## src/rtl/execute_unit_scheduler.sv

```systemverilog
// Execute-stage sequencer: ALU pass-through, mul/div and FPU issue/wait, CSR bubble, stall and flush.
// Optional watchdog on multi-cycle waits is enabled by defining EXEC_SCHED_TIMEOUT_EN.
module execute_unit_scheduler #(
  parameter int COUNTER_WIDTH = 32,
  parameter int MAX_LATENCY   = 64
) (
  input  logic                     clk,
  input  logic                     rstN,
  input  logic                     inValid,
  input  logic [1:0]               inClass,
  input  logic                     flush,
  input  logic                     nextStall,
  input  logic                     mulDivDone,
  input  logic                     fpDone,
  output logic                     mulDivStart,
  output logic                     fpStart,
  output logic                     unitAbort,
  output logic                     prevStall,
  output logic                     outValid,
  output logic [1:0]               outSel,
  output logic [COUNTER_WIDTH-1:0] busyCycles,
  output logic                     timeout
);

  typedef enum logic [1:0] {
    S_IDLE     = 2'd0,
    S_WAIT_MD  = 2'd1,
    S_WAIT_FP  = 2'd2,
    S_CSR_WAIT = 2'd3
  } state_t;

  state_t                   r_state;
  state_t                   w_nextState;
  logic                     r_outValid;
  logic [1:0]               r_outSel;
  logic [COUNTER_WIDTH-1:0] r_busyCycles;
  logic                     w_accept;
  logic                     w_inWait;
  logic                     w_done;
  logic                     w_expire;
  logic                     w_newResult;
  logic [1:0]               w_newSel;

  assign w_inWait = (r_state == S_WAIT_MD) || (r_state == S_WAIT_FP);
  assign w_done   = ((r_state == S_WAIT_MD) && mulDivDone) ||
                    ((r_state == S_WAIT_FP) && fpDone);

  // Combinational outputs are forced low while reset is held.
  assign prevStall   = rstN && ((r_state != S_IDLE) || (r_outValid && nextStall));
  assign w_accept    = rstN && inValid && !prevStall && !flush;
  assign mulDivStart = w_accept && (inClass == 2'd1);
  assign fpStart     = w_accept && (inClass == 2'd2);
  assign unitAbort   = rstN && ((flush && w_inWait) || w_expire);

`ifdef EXEC_SCHED_TIMEOUT_EN
  localparam int WAIT_W = $clog2(MAX_LATENCY) + 1;

  logic [WAIT_W-1:0] r_waitCnt;

  always_ff @(posedge clk) begin
    if (!rstN) begin
      r_waitCnt <= '0;
    end else if (mulDivStart || fpStart) begin
      r_waitCnt <= '0;
    end else if (w_inWait) begin
      r_waitCnt <= r_waitCnt + 1'b1;
    end
  end

  // A done in the expiry cycle completes normally; flush takes the abort path instead.
  assign w_expire = rstN && w_inWait && !w_done && !flush &&
                    (r_waitCnt == WAIT_W'(MAX_LATENCY));
  assign timeout  = w_expire;
`else
  assign w_expire = 1'b0;
  assign timeout  = 1'b0;
`endif

  always_comb begin
    w_nextState = r_state;
    w_newResult = 1'b0;
    w_newSel    = 2'd0;
    if (flush) begin
      w_nextState = S_IDLE;
    end else begin
      case (r_state)
        S_IDLE: begin
          if (w_accept) begin
            case (inClass)
              2'd0: begin
                w_newResult = 1'b1;
                w_newSel    = 2'd0;
              end
              2'd1:    w_nextState = S_WAIT_MD;
              2'd2:    w_nextState = S_WAIT_FP;
              default: w_nextState = S_CSR_WAIT;
            endcase
          end
        end
        S_WAIT_MD: begin
          if (mulDivDone) begin
            w_newResult = 1'b1;
            w_newSel    = 2'd1;
            w_nextState = S_IDLE;
          end else if (w_expire) begin
            w_nextState = S_IDLE;
          end
        end
        S_WAIT_FP: begin
          if (fpDone) begin
            w_newResult = 1'b1;
            w_newSel    = 2'd2;
            w_nextState = S_IDLE;
          end else if (w_expire) begin
            w_nextState = S_IDLE;
          end
        end
        default: begin
          w_newResult = 1'b1;
          w_newSel    = 2'd3;
          w_nextState = S_IDLE;
        end
      endcase
    end
  end

  // A new result may overwrite the register only when the old one is being consumed,
  // which the accept/stall rules already guarantee.
  always_ff @(posedge clk) begin
    if (!rstN) begin
      r_state      <= S_IDLE;
      r_outValid   <= 1'b0;
      r_outSel     <= 2'd0;
      r_busyCycles <= '0;
    end else begin
      r_state <= w_nextState;
      if (flush) begin
        r_outValid <= 1'b0;
      end else if (w_newResult) begin
        r_outValid <= 1'b1;
        r_outSel   <= w_newSel;
      end else if (!nextStall) begin
        r_outValid <= 1'b0;
      end
      if ((r_state != S_IDLE) && (r_busyCycles != {COUNTER_WIDTH{1'b1}})) begin
        r_busyCycles <= r_busyCycles + 1'b1;
      end
    end
  end

  assign outValid   = r_outValid;
  assign outSel     = r_outSel;
  assign busyCycles = r_busyCycles;

endmodule

```

## config.mk

```make
export PLATFORM = sky130hd
export DESIGN_NAME = execute_unit_scheduler
export DESIGN_NICKNAME = d
export VERILOG_FILES = /design/src/rtl/execute_unit_scheduler.sv
export SDC_FILE = /design/constraint.sdc
export NUM_CORES = 1
export LEC_CHECK = 0
export ABC_AREA = 1
export CORE_ASPECT_RATIO = 1.25
export CORE_MARGIN = 3
export CORE_UTILIZATION = 50
export CTS_CLUSTER_DIAMETER = 60
export DETAILED_ROUTE_END_ITERATION = 16
export GPL_TIMING_DRIVEN = 0
export PLACE_DENSITY = 0.77
export SYNTH_ARGS = -nofsm -noshare
export SYNTH_HDL_FRONTEND = slang
export SYNTH_SLANG_ARGS = --single-unit
```

## constraint.sdc

```tcl
create_clock -name clk -period 2.2 [get_ports clk]
set_input_delay 0.44 -clock clk [delete_from_list [all_inputs] [get_ports clk]]
set_output_delay 0.44 -clock clk [all_outputs]
set_load 0.05 [all_outputs]
```

---- Word level (Yosys, flattened, before mapping) ----
Cells that the tools add are included.
word-level totals
  register bits ........................... 37
  input bits .............................. 9
  logic and storage cells ................. 53
cells by class
  $add $sub $neg .......................... 1
  eq/ne operators ......................... 10
  multiplexer cells ....................... 16
  bitwise logic cells ..................... 2
  reductions and logical operators ........ 20
operator list
  cell                     number
  $add A32 B1 Y32 const B  1
  $ne A32 B32 Y1 const B   1
  $pmux W2 S3              3
  $logic_and A1 B1 Y1      10
  $mux W1                  8
  $mux W2                  4
  $ne A2 B2 Y1 const B     4
  $eq A2 B1 Y1 const B     2
  $eq A2 B2 Y1 const B     2
  $logic_not A2 Y1         2
  $reduce_and A4 Y1        1
  $pmux W1 S3              1
  $logic_not A1 Y1         2
  $logic_or A1 B1 Y1       2
  $ne A2 B1 Y1 const B     1
  $not A1 Y1               2
  $reduce_and A2 Y1        1
  $reduce_bool A2 Y1       1
  $reduce_or A2 Y1         1

---- Logic depth before layout (Yosys ltp) ----
Gate-level depths: netlist of the first run.
  depth in word-level cells ............... 10
  depth in mapped cells ................... 12
  depth with buffers taken out ............ 10

---- Least setup slack after synthesis of the first run ----
OpenSTA, ideal clock, no wires.
  path type ............................... flip-flop to output port
  start ................................... reg r_outValid (netlist: outValid)
  end ..................................... out fpStart
  data arrival time ....................... 1,872 ps
  slack ................................... -112 ps
  cell stages (with the launch flop) ...... 6
  path buffers ............................ 0
  cells stage by stage .................... dfxtp_1 -> nand2_1 -> nand2_1 -> inv_1 -> nand3_1 -> nor3_1
between the ends
  cells in the longest elaborated chain, start to end .. 7
ends and longest elaborated chain
  element                           line  RTL
  start: declaration                34    logic r_outValid;
  start signal: assignment          132   r_outValid <= 1'b0;
  start signal: assignment          138   r_outValid <= 1'b0;
  start signal: assignment          140   r_outValid <= 1'b1;
  $logic_and A1 B1 Y1               49    assign prevStall = rstN && ((r_state != S_IDLE) || (r_outValid && nextStall));
  $logic_or A1 B1 Y1                49
  $logic_and A1 B1 Y1               49
  $logic_not A1 Y1                  50    assign w_accept = rstN && inValid && !prevStall && !flush;
  $logic_and A1 B1 Y1 (2 in a row)  50
  $logic_and A1 B1 Y1               52    assign fpStart = w_accept && (inClass == 2'd2);
  end: declaration                  16    output logic fpStart,
No other way between the ends.

---- Worst setup path after layout of the first run ----
  start ................................... in flush
  end ..................................... out mulDivStart
between the ends
  cells in the longest elaborated chain, start to end .. 3
ends and longest elaborated chain
  element              line  RTL
  start: declaration   11    input logic flush,
  $logic_not A1 Y1     50
  $logic_and A1 B1 Y1  50
  $logic_and A1 B1 Y1  51    assign mulDivStart = w_accept && (inClass == 2'd1);
  end: declaration     15    output logic mulDivStart,
No other way between the ends.

==> run metrics, run 1 <==
Routed Antenna Nets=0; Post-DP HPWL=about 5300 um; Clock Sinks=37; setup violators final=0; Clk Latency, worst-skew pair=300 ps; Cell Pwr Density=441 nW/um^2; cell count after synthesis=410; leakage power=0.00120 uW; slowest stage delay, CP=450 ps; Synth cell types=30; Area contributors post-synth=dfxtp_1 29%, nand2_1 24%, nor2_1 8.5%; Die Ht=85.5 um; Slew HR=61.5%; nets=478; DP Area=3070 um^2; Max-Cap Viols=0; Min-Delay Path Class=reg -> reg; leading area contributor after synthesis=dfxtp_1; CP bufs+invs=2; Worst Tran Pin Value=578 ps; unrepaired setup endpoints after global routing=no; Avg Cell Area, Syn=6.16 um^2; Root Buffer Master=clkbuf_8; worst path required time=1760 ps; worst hold path stage count=2; reg-to-reg startpoint=busyCycles[0]; reg-to-reg slack, setup=170 ps; Longest Clk Path Bufs=2; Fillers=481; Residual DRC=0; die area=5940 um^2; Final Cycle Share=between 90 and 100%; top cell type's share of synthesized area=between 20 and 30%; async set-or-reset flop fraction in the synthesized netlist=0%; min Tclk post-route=2110 ps; slowest CP cell=clkdlybuf4s50_1; fin worst setup slack=94.8 ps; row cnt=28; drt total wl=6660 um; FMAX=~480 MHz; vias in the first global route=roughly 2600; initial antenna violation count=0; DR iter-0 viols=between 80 and 90; net count after synthesis=424; Tot GR Track Use=23.9%; Mapped Area=approximately 2500 um^2; GRT overflow=0; CTS H-Tree Depth=2; Post-synth top flop=dfxtp_1; number of buffers created by CTS=5; clk_skew=5.71 ps; CP cell instances=clkdlybuf4s50_1 -> nor2_2 -> nand3_1 -> nor3_1 -> buf_4; port bufs=47; CTS tree=built; sequential area share after synthesis=between 20% and 30%; Ys Warns=0; Layout area overhead=25.4%; reg2reg path depth=12; Fin. Hold Viols=0; Post-synth top cells=163 x nand2_1, 57 x nor2_1, 41 x inv_1, 37 x dfxtp_1, 22 x a21oi_1; startpoint class of the critical path=input port; outcome=finished, final reports clean; Arr. time, crit path=approximately 1700 ps; R2R Path End=busyCycles[6]; cell with the most instances after synthesis=nand2_1; critical setup path kind=in -> out; routability cong.=about 0.94; Final Slew Violations=0; DR WL/cell=12.7 um; Post-CTS Setup Inserts=0; # IOs=between 40 and 50; CP max FO=4; Die Width=~70 um; Seq cells post-synth=37; total iterations of the first detailed-routing run=4; Post-synth EDFFs=0; Worst Setup End Kind=output port; Final Cell Area=3170 um^2; post-route core utilization=between 60% and 70%; DR vias/cell=4.97; total number of vias=2611; n_diodes=0; first-pass GRT wire length=11500 um; Worst Hold End=outSel[1]; Core Area=4800 um^2; Design Power=between 1000 and 1500 uW; CP top delay family=buffers and inverters; Worst-path clk slew=70 ps; Initial Util=52.6%; Worst Hold Launch=outSel[1]; share of cells above drive strength 1=about a tenth; peak supply drop=~0.27 mV; largest net degree at the start of global routing=12; Placement Setup Slack=-971 ps
[cells by family (layout without fill, tap and decap cells)]
kind of cell    Yosys count  count (layout)  share of synthesized area (%)
simple gates            259             259                           43.2
buf+inv                  53             108                           10.1
compound gates           40              40                           9.56
flops                    37              37                           29.3
xor+xnor                 15              15                           5.20
fa+ha+maj                 5               5                           2.48
other cells               1               1                          0.149
[sequential cells by signal (all words and copies together) (netlist names)]
name / count
outSel: 2
busyCycles: 32
outValid: 1
r_state: 2
[placed cells by master (no fill, tap or decap), types with 3 or more instances in the layout]
cell / count
nand2_1: 163
nor2_1: 56
clkdlybuf4s50_1: 42
inv_1: 41
dfxtp_1: 37
a21oi_1: 22
nand3_1: 18
a21oi_2: 10
xor2_1: 10
clkbuf_8: 7
o21ai_0: 6
xnor2_1: 5
ha_1: 5
nor2_2: 4
nand2_2: 4
nand4_1: 4
buf_4: 4
nor2_4: 3
nand2_4: 3
[tightest hold or removal path, delay by kind of cell, from the launching register on]
kind / cells / cell delay (ps)
flip-flops: 1 / 310
AND/OR/NAND/NOR: 1 / 60
AO/OA/AOI/OAI: 1 / 50
[where the power goes]
part	switching (uW)	internal, uW	total [uW]
logic	113	63.6	176
clock network	255	283	538
registers	6.34	675	681
[cell type report]
| type | count | area [um^2] | share of cell area [%] |
|---|---|---|---|
| flip-flops and latches | 37 | 741 | 23.4 |
| clock inverters | 1 | 5.00 | 0.158 |
| well taps | 60 | 75.1 | 2.37 |
| multi-input cells | 320 | 1540 | 48.5 |
| clock buffers | 7 | 96.3 | 3.04 |
| repair buffers | 47 | 457 | 14.4 |
| plain buffers | 10 | 95.1 | 3.00 |
| inverters | 43 | 161 | 5.10 |
[per-layer routing]
layer | wire length (um) | up-vias | track usage [%]
met5 | 0 | - | 0
met4 | 241 | 0 | 12.6
met3 | 269 | 24 | 4.03
met2 | 3290 | 67 | 43.2
met1 | 2860 | 1153 | 26.6
li1 | - | 1367 | -
[per-stage QoR]
stage / TNS [ps] / instances / hold WS (ps)
final: 0 / 525 / 466
after global routing: 0 / 525 / 496
after CTS: 0 / 525 / 471
after detailed placement: -3940 / 517 / 455
after global placement: -3620 / 517 / 457
after floorplan: -225 / 410 / 554
[how the worst max path moves through the flow]
stage                   from             to  slack [ps]  cells after the start
3_5_place_dp            rstN        fpStart        -970                      6
4_1_cts                 rstN        fpStart          20                      6
5_1_grt        busyCycles[0]  busyCycles[6]           1                     12
3_3_place_gp            rstN    mulDivStart        -900                      6
6_report               flush    mulDivStart          90                      5
2_1_floorplan       outValid        fpStart        -110                      5
[what timing repair did]
action	in CTS	in global routing
resized for setup	22	4
hold buffers	0	0
endpoints found under the setup margin	4	4
hold endpoints to repair	0	0
Power figures use the tool's default switching activity.
==> run 2: changes to the inputs <==
--- a/config.mk
+++ b/config.mk
@@ -6,13 +6,16 @@
 export NUM_CORES = 1
 export LEC_CHECK = 0
 export ABC_AREA = 1
+export CELL_PAD_IN_SITES_DETAIL_PLACEMENT = 1
+export CELL_PAD_IN_SITES_GLOBAL_PLACEMENT = 1
 export CORE_ASPECT_RATIO = 1.25
 export CORE_MARGIN = 3
-export CORE_UTILIZATION = 50
+export CORE_UTILIZATION = 33
+export CTS_BUF_LIST = sky130_fd_sc_hd__clkbuf_4
 export CTS_CLUSTER_DIAMETER = 60
 export DETAILED_ROUTE_END_ITERATION = 16
 export GPL_TIMING_DRIVEN = 0
-export PLACE_DENSITY = 0.77
+export PLACE_DENSITY = 0.78
 export SYNTH_ARGS = -nofsm -noshare
 export SYNTH_HDL_FRONTEND = slang
 export SYNTH_SLANG_ARGS = --single-unit
==> constraint.sdc (replaced) <==
create_clock -name clk -period 1.7 [get_ports clk]
set_input_delay 0.34 -clock clk [delete_from_list [all_inputs] [get_ports clk]]
set_output_delay 0.34 -clock clk [all_outputs]
set_load 0.05 [all_outputs]
==> run 2 against run 1 <==
The run now ends with negative setup slack left. Flip-flop and latch count did not move. Setup slack got worse by 180 ps. Die area rose by 47%. Total power rose by 20%. Combinational power rose by 79%. Via count rose by 8.0%. Largest power group unchanged. Highest routed layer unchanged.
==> run metrics, run 2 (same netlist as run 1, synthesis figures left out) <==
critical setup path kind=reg -> out; NetSw=500 uW (+34%); DR WL/cell=14.9 um (+18%); peak supply drop=0.202 mV (-25%); DP Area=3200 um^2 (+4.1%); Final Slew Violations=0 (unchanged); drt total wl=8690 um (+30%); startpoint class of the critical path=register; port bufs=47 (unchanged); Fillers=985 (+100%); Layout area overhead=43.1%; Min-Delay Path Class=in -> reg; Cell Pwr Density=463 nW/um^2 (+5.0%); Final Cycle Share=105%; routability cong.=0.877 (-6.8%); Slew HR=60.9% (-0.63 points); Longest Clk Path Bufs=2 (unchanged); Tot GR Track Use=20.2% (-3.7 points); slowest stage delay, CP=350 ps (-100 ps); Arr. time, crit path=1440 ps (-230 ps); R2R Path End=busyCycles[30]; clk_skew=19.0 ps (+13.3 ps); # IOs=49 (unchanged); reg2reg path depth=10 (-2); beginning of the critical path=r_state[1]; Root Buffer Master=clkbuf_4; n_diodes=0 (unchanged); Residual DRC=0 (unchanged); Clock Sinks=37 (unchanged); CP max FO=3 (-1); Initial Util=34.1% (-18 points); Worst Tran Pin Value=587 ps (+9.49 ps); number of buffers created by CTS=5 (unchanged); nets=504 (+5.4%); Largest register FFs=32 (unchanged); most frequent cells in the layout=155 x nand2_1, 43 x nor2_1, 37 x inv_1; Final Cell Area=3610 um^2 (+14%); reg-to-reg slack, setup=50 ps (-120 ps); total iterations of the first detailed-routing run=4 (unchanged); reg-to-reg startpoint=busyCycles[10]; slowest CP cell=dfxtp_2; Placement Setup Slack=-1190 ps (-223 ps); DR iter-0 viols=61 (-31%); internal power=1170 uW (+15%); Logic pwr share=18.9% (+6.3 points); total number of vias=2820 (+8.0%); row cnt=35 (+25%); commonest non-fill, non-tap cell in the layout=nand2_1; DR vias/cell=4.84 (-2.7%); min Tclk post-route=1780 ps; Flop pwr share=51.1% (+2.3 points); Clk Latency, worst-skew pair=360 ps (+60 ps); leakage power=0.00152 uW (+27%); CTS H-Tree Depth=2 (unchanged); Multi-input gate area=1670 um^2 (+8.6%); unrepaired setup endpoints after global routing=yes; Die Ht=104 um (+21%); violated checks=negative setup slack; Worst-path clk slew=110 ps (+40 ps); vias in the first global route=2901 (+12%); Worst Setup End Kind=output port; CP cell instances=inv_2 -> ha_4 -> nand2_2 -> inv_2 -> nand3_4 -> nor3_4 -> buf_6; first-pass GRT wire length=14200 um (+24%); Reg area=833 um^2 (+13%); FMAX=561 MHz; Core Area=7400 um^2 (+54%); Routed Antenna Nets=0 (unchanged); GRT overflow=0 (unchanged); Fin. Hold Viols=0 (unchanged); outcome=finished with violations; Hold Buf Count CTS=0 (unchanged); Die Width=84.2 um (+21%); largest net degree at the start of global routing=12 (unchanged); switching fraction of total power=29.9% (+3.2 points); Max-Cap Viols=0 (unchanged); share of cells above drive strength 1=28.3% (+18 points); Post-DP HPWL=6250 um (+17%); initial antenna violation count=0 (unchanged); CTS tree=built; critical path capture point=fpStart; setup violators final=2 (+2); CP most frequent cell=inv_2; fin worst setup slack=-82.2 ps (-177 ps); worst path required time=1360 ps (-400 ps); die area=8740 um^2 (+47%); clock share of power=30.0% (-8.6 points)
run 2: changes by cell type in the layout (fill, tap and decap cells not counted), moves of 8 or more:
cell	previous run	this run
clkdlybuf4s50_1	42	7
nand2_1	163	155
nor2_2	4	13
nor2_1	56	43
dfxtp_2	0	14
nand2_2	4	12
buf_4	4	28
dfxtp_1	37	3
dfxtp_4	0	20
dlygate4sd2_1	0	32
run 2: worst max-delay path: cells and delay by family (launching register included):
kind          cells  cell delay, ps
fa+ha+maj         1             130
simple gates      3             290
buf+inv           3             330
flops             1             350
run 2: how the worst min path moves through the flow:
stage / from / to / slack, ps / cells past startpoint
2_1_floorplan: rstN / busyCycles[24] / 450 / 2
3_3_place_gp: outSel[0] / outSel[0] / 450 / 2
3_5_place_dp: outSel[0] / outSel[0] / 450 / 2
4_1_cts: rstN / busyCycles[20] / 370 / 3
5_1_grt: rstN / busyCycles[24] / 400 / 3
6_report: rstN / busyCycles[20] / 410 / 3
run 2: timing repair:
action,in CTS,in global routing
resized for setup,88,39
cloned,1,0
endpoints found under the setup margin,65,43
pin swaps,10,9
setup buffers,18,7
hold endpoints to repair,0,0
run 2: cell type report:
cell class / count / share of cell area (%)
multi-input combinational: 320 / 46.2
timing repair buffer: 73 / 18.5
clock buffer: 7 / 1.45
sequential: 37 / 23.1
clock inverter: 1 / 0.104
inverter: 43 / 4.64
buffer: 10 / 2.91
tap: 92 / 3.19
run 2: metrics by stage:
stage	util, %	TNS [ps]	total power, uW	cells	hold slack [ps]
2_1_floorplan	-	-262	1050	410	453
3_3_place_gp	43.2	-11300	1130	549	448
3_5_place_dp	43.2	-11000	1140	549	455
4_1_cts	46.7	-173	1700	576	369
5_1_grt	48.8	-587	1750	583	404
6_report	48.8	-154	1670	583	406
run 2: routing by layer:
metal | GRT usage, % | part of all wire [%] | wire (um) | up-vias
li1 | - | - | - | 1422
met3 | 3.26 | 3.2 | 276 | 17
met4 | 7.59 | 3.1 | 268 | 0
met1 | 23.6 | 41 | 3600 | 1323
met2 | 36.4 | 52 | 4540 | 58
met5 | 0 | 0 | 0 | -
run 2: power by group through the flow:
stage          Combinational, uW  Sequential (uW)  Clock (uW)
2_1_floorplan                142              911           0
3_3_place_gp                 239              894           0
3_5_place_dp                 242              895           0
4_1_cts                      301              870         529
5_1_grt                      343              856         551
6_report                     315              854         501
==> run 3: changes to the inputs <==
--- a/config.mk
+++ b/config.mk
@@ -6,6 +6,7 @@
 export NUM_CORES = 1
 export LEC_CHECK = 0
 export ABC_AREA = 1
+export CAP_MARGIN = 20
 export CELL_PAD_IN_SITES_DETAIL_PLACEMENT = 1
 export CELL_PAD_IN_SITES_GLOBAL_PLACEMENT = 1
 export CORE_ASPECT_RATIO = 1.25
==> results of run 3 <==
No change in the layout: final DEF, timing and power equal those of run 2.
